===== config.mk =====
export PLATFORM = sky130hd
export DESIGN_NAME = pipe_reg_elastic
export DESIGN_NICKNAME = d
export VERILOG_FILES = /design/src/rtl/pipe_reg_elastic_pkg.sv /design/src/rtl/pipe_reg_elastic.sv
export SDC_FILE = /design/constraint.sdc
export NUM_CORES = 1
export LEC_CHECK = 0
export ABC_AREA = 1
export BUFFER_PORTS_ARGS = -buffer_cell sky130_fd_sc_hd__buf_2
export CAP_MARGIN = 20
export CORE_MARGIN = 10
export CORE_UTILIZATION = 40
export CTS_CLUSTER_DIAMETER = 120
export DETAILED_ROUTE_END_ITERATION = 6
export GPL_TIMING_DRIVEN = 0
export SLEW_MARGIN = 10
export SYNTH_ARGS = -nofsm -noshare
export SYNTH_HDL_FRONTEND = slang
export SYNTH_SLANG_ARGS = --single-unit

===== constraint.sdc =====
create_clock -name clk -period 1.2 [get_ports clk]
set_input_delay 0.24 -clock clk [delete_from_list [all_inputs] [get_ports clk]]
set_output_delay 0.24 -clock clk [all_outputs]
set_load 0.01 [all_outputs]

===== src/rtl/pipe_reg_elastic_pkg.sv =====
// Shared types for the elastic pipeline register and the MINA stage payloads.
// The state encoding and the no-op bubble constants live here so all stages agree on them.
package pipe_reg_elastic_pkg;

   typedef enum logic [1:0] {
      PIPE_EMPTY = 2'd0,
      PIPE_ONE   = 2'd1,
      PIPE_TWO   = 2'd2
   } pipe_state_t;

   typedef enum logic [1:0] {
      MEM_OP_NONE  = 2'd0,
      MEM_OP_LOAD  = 2'd1,
      MEM_OP_STORE = 2'd2
   } mem_op_t;

   typedef struct packed {
      logic [31:0] result;
      logic [4:0]  rd;
      logic        rd_we;
   } wb_params_t;

   typedef struct packed {
      logic [31:0] addr;
      logic [31:0] wdata;
      mem_op_t     mem_op;
      logic [4:0]  rd;
   } mem_params_t;

   localparam wb_params_t  WB_PARAMS_BUBBLE  = '{result: 32'h0, rd: 5'd0, rd_we: 1'b0};
   localparam mem_params_t MEM_PARAMS_BUBBLE = '{addr: 32'h0, wdata: 32'h0,
                                                 mem_op: MEM_OP_NONE, rd: 5'd0};

endpackage


===== src/rtl/pipe_reg_elastic.sv =====
// Elastic pipeline register with one-entry skid buffer, registered in_ready and sync flush.
// Define PIPE_STATS_EN to add the saturating stall_cycles counter and its port.
module pipe_reg_elastic
   import pipe_reg_elastic_pkg::*;
#(
   parameter int               WIDTH  = 32,
   parameter logic [WIDTH-1:0] BUBBLE = '0
`ifdef PIPE_STATS_EN
   ,
   parameter int               STALL_CNT_W = 16
`endif
) (
   input  logic             clk,
   input  logic             rst_n,
   input  logic             flush,
   input  logic             in_valid,
   output logic             in_ready,
   input  logic [WIDTH-1:0] in_data,
   output logic             out_valid,
   input  logic             out_ready,
   output logic [WIDTH-1:0] out_data
`ifdef PIPE_STATS_EN
   ,
   output logic [STALL_CNT_W-1:0] stall_cycles
`endif
);

   pipe_state_t      state_q;
   logic [WIDTH-1:0] main_q;
   logic [WIDTH-1:0] skid_q;
   logic             in_ready_q;
   logic             in_xfer;
   logic             out_xfer;

   assign in_ready  = in_ready_q;
   assign out_valid = (state_q != PIPE_EMPTY);
   assign out_data  = main_q;
   assign in_xfer   = in_valid && in_ready_q;
   assign out_xfer  = out_valid && out_ready;

   // NOTE: sequential state uses non-blocking assignments so every register samples pre-edge values.
   // NOTE: the data registers are reset too, because downstream decodes out_data as a no-op when idle.
   always_ff @(posedge clk) begin
      if (!rst_n || flush) begin
         state_q    <= PIPE_EMPTY;
         main_q     <= BUBBLE;
         skid_q     <= BUBBLE;
         in_ready_q <= 1'b1;
      end else begin
         unique case (state_q)
            PIPE_EMPTY: begin
               if (in_xfer) begin
                  state_q <= PIPE_ONE;
                  main_q  <= in_data;
               end
            end
            PIPE_ONE: begin
               if (in_xfer && out_xfer) begin
                  main_q <= in_data;
               end else if (out_xfer) begin
                  state_q <= PIPE_EMPTY;
                  main_q  <= BUBBLE;
               end else if (in_xfer) begin
                  // Downstream stalled: park the newer payload; main keeps the older one.
                  state_q    <= PIPE_TWO;
                  skid_q     <= in_data;
                  in_ready_q <= 1'b0;
               end
            end
            PIPE_TWO: begin
               if (out_xfer) begin
                  state_q    <= PIPE_ONE;
                  main_q     <= skid_q;
                  skid_q     <= BUBBLE;
                  in_ready_q <= 1'b1;
               end
            end
            default: begin
               state_q    <= PIPE_EMPTY;
               main_q     <= BUBBLE;
               skid_q     <= BUBBLE;
               in_ready_q <= 1'b1;
            end
         endcase
      end
   end

`ifdef PIPE_STATS_EN
   logic [STALL_CNT_W-1:0] stall_q;

   // Only rst_n clears the counter; flush is a pipeline event, not a statistics reset.
   always_ff @(posedge clk) begin
      if (!rst_n) begin
         stall_q <= '0;
      end else if (out_valid && !out_ready && (stall_q != '1)) begin
         stall_q <= stall_q + 1'b1;
      end
   end

   assign stall_cycles = stall_q;
`endif

endmodule


==> results.ini <==
[global_route]
grt_overflow_total = 0
grt_max_degree = 11
antenna_found_initial = 0
grt_usage_pct = 17.8
grt_pass1_wl_um = 18800
grt_pass1_vias = 3908

[cts]
numCtsBuffers = 9
clockBufferDepth = 2
clkSinkCount = 67
insertion_delay_ps = 340
clk_pin_slew_worst_paths_ps = 70
cts_tree = done
cts_htree_levels = 3
ctsRootBufferMaster = clkbuf_8

[synth]
synth_compound_area_share_pct = 9.93
synth_seq_cells = 67
synth-warning-count = 0
syn_inst = 583
yosysSeqAreaShare_pct = 38.8
ys_types = 16
synth_xor_area_share_pct = 0
synth-simple-area-share_pct = 38.8
syn_nets = 620
synthMuxAreaShare_pct = 0
synthTopCellsByArea = dfxtp_1, nand2_1, nor2_1, inv_1, a21oi_1
synth_top_family_by_area = simple AND/OR/NAND/NOR gates
syn_area_per_cell_um2 = 5.92
synth_fa_ha_area_share_pct = 0
syn_area_mm2 = 0.00345
synth_top_area_share_pct = 38.8
synth_area_leader_cell = dfxtp_1

[finish]
design_area_mm2 = 0.00538
fill_cells = 729
ff_latch_area_mm2 = 0.00135
drive_gt1_share_pct = 41.5
diodes = 0
fin_nets = 732
area_delta_synth_final_pct = 55.9
multiInputGateArea_mm2 = 0.00234

[drt]
via_per_inst = 4.96
firstDrtPassIters = 4
routed_wl_um = 12200
ant_nets = 0
drcViolationCount = 0
drtIter0Drc = 149
vias = 3984
post_drt_wl_per_cell_um = 15.1

[pwr]
power_density_mw_per_mm2 = 1020
swShare_pct = 28.7
switchingPower_mw = 1.57
p_comb_share_pct = 20.4
power_mw = 5.48
p_clk_share_pct = 37.5
seq_power_share_pct = 42.1
intPower_mw = 3.91
leakage_nw = 2.72
vdd_drop_max_mv = 0.795

[die]
die_h_um = 113
core_area_mm2 = 0.00830
dieArea_mm2 = 0.0127
die_w_um = 113
initial_core_util_pct = 41.6
core.rowCount = 33
ios = 71

[timing]
hold_viol = 0
worst_slack_ps = -253
finalCritPeriodShare_pct = 121
maxSlewViolCount = 0
fmax_mhz = 688
worst_pin_slew_ps = 644
post-route-min-period_ps = 1450
finalClockSkew_ps = 6.12
rsz0062_at_grt = yes
finalSetupTns_ps = -10390
setup_violations = 65
slew_headroom_pct = 57.0

[setup_path]
worstSetupPathType = reg -> out
r2r_setup_slack_ps = -250
start_kind = register
r2r_start = state_q[1]
crit_start = state_q[1]
worstPathArrival_ps = 1210
setup.worst_path.end_class = primary output
critPathRequiredTime_ps = 960
cp_max_fo = 5

[run_status]
violations = setup timing
status = finished with violations

[place]
place_ws_ps = -499
io_buffers = 70
gp_congestion = 0.826
dpl.hpwl_um = 7180
placed_cell_area_mm2 = 0.00395

[min_path]
hp-class = in -> reg
hp-start = in_data[2]

[job]
drv_cap = 0

[final timing paths]
kind,cells after the start,to
worst max-delay path,5,out_valid
worst min-delay path,5,skid_q[2]
worst max register to register,10,out_data[0]
worst min register to register,2,out_data[26]
[per-layer routing]
layer	track usage (%)	wire length, µm
met5	0	0
met4	6.43	209
met3	5.12	746
met2	30.6	6160
met1	20.5	5040
[power groups by stage]
stage          Sequential [mW]  Clock, mW  Combinational, mW
2_1_floorplan             2.37          0              0.424
3_3_place_gp              2.35          0              0.695
3_5_place_dp              2.35          0              0.703
4_1_cts                   2.30       2.06              0.917
5_1_grt                   2.31       2.17               1.22
6_report                  2.30       2.05               1.12
[final cells by class]
cell class	instances	area share, %
Clock buffer	14	3.39
Tap cell	105	2.44
Clock inverter	1	0.558
Timing Repair Buffer	104	14.2
Buffer	32	5.56
Inverter	71	5.32
Multi-Input combinational cell	410	43.4
Sequential cell	67	25.1
[cell usage in the layout, fill, tap and decap left out, drive strengths merged]
master and count:
nand2 213, buf 122, nor2 93, inv 71, dfxtp 67, a21oi 39, nand3 35, o21ai 28
clkbuf 28, o21a 1, nor3 1, bufinv 1
[Yosys cell counts]
cell type,number
dfxtp_1,67
inv_1,67
nor2_1,91
o21ai_0,22
nand3_2,1
nor3_1,1
a21oi_1,39
o21ai_1,6
o21a_1,1
buf_2,17
inv_2,4
buf_4,3
nand2_1,213
clkbuf_1,15
nand3_1,34
nor2_2,2
[cell families after synthesis]
logic type	after synthesis
buffers and inverters	106
AOI/OAI and AO/OA	68
and+or+nand+nor	342
DFF	67
[flip-flops by register name, indices dropped and copies added (netlist names)]
name,flops
in_ready,1
out_data,32
skid_q,32
state_q,2
[critical path, cell delays in order (launching register included)]
cell and delay [ps]:
dfxtp_2 330, buf_6 130, nor2_4 150, buf_6 130, inv_2 30, buf_6 100
[timing repair]
action	CTS	global route
resized for setup	134	168
pin swaps	25	31
cloned	8	2
setup buffers	20	6
hold buffers	0	0
setup endpoints to repair	67	68
[stage by stage]
step | utilization [%] | cells | hold WS (ps)
final | 64.9 | 804 | 264
after global routing | 64.9 | 804 | 268
after CTS | 58.2 | 800 | 258
after detailed placement | 47.6 | 758 | 453
after global placement | 47.6 | 758 | 450
after floorplan | - | 583 | 411
Note: power is estimated with default switching activity, not from simulation.
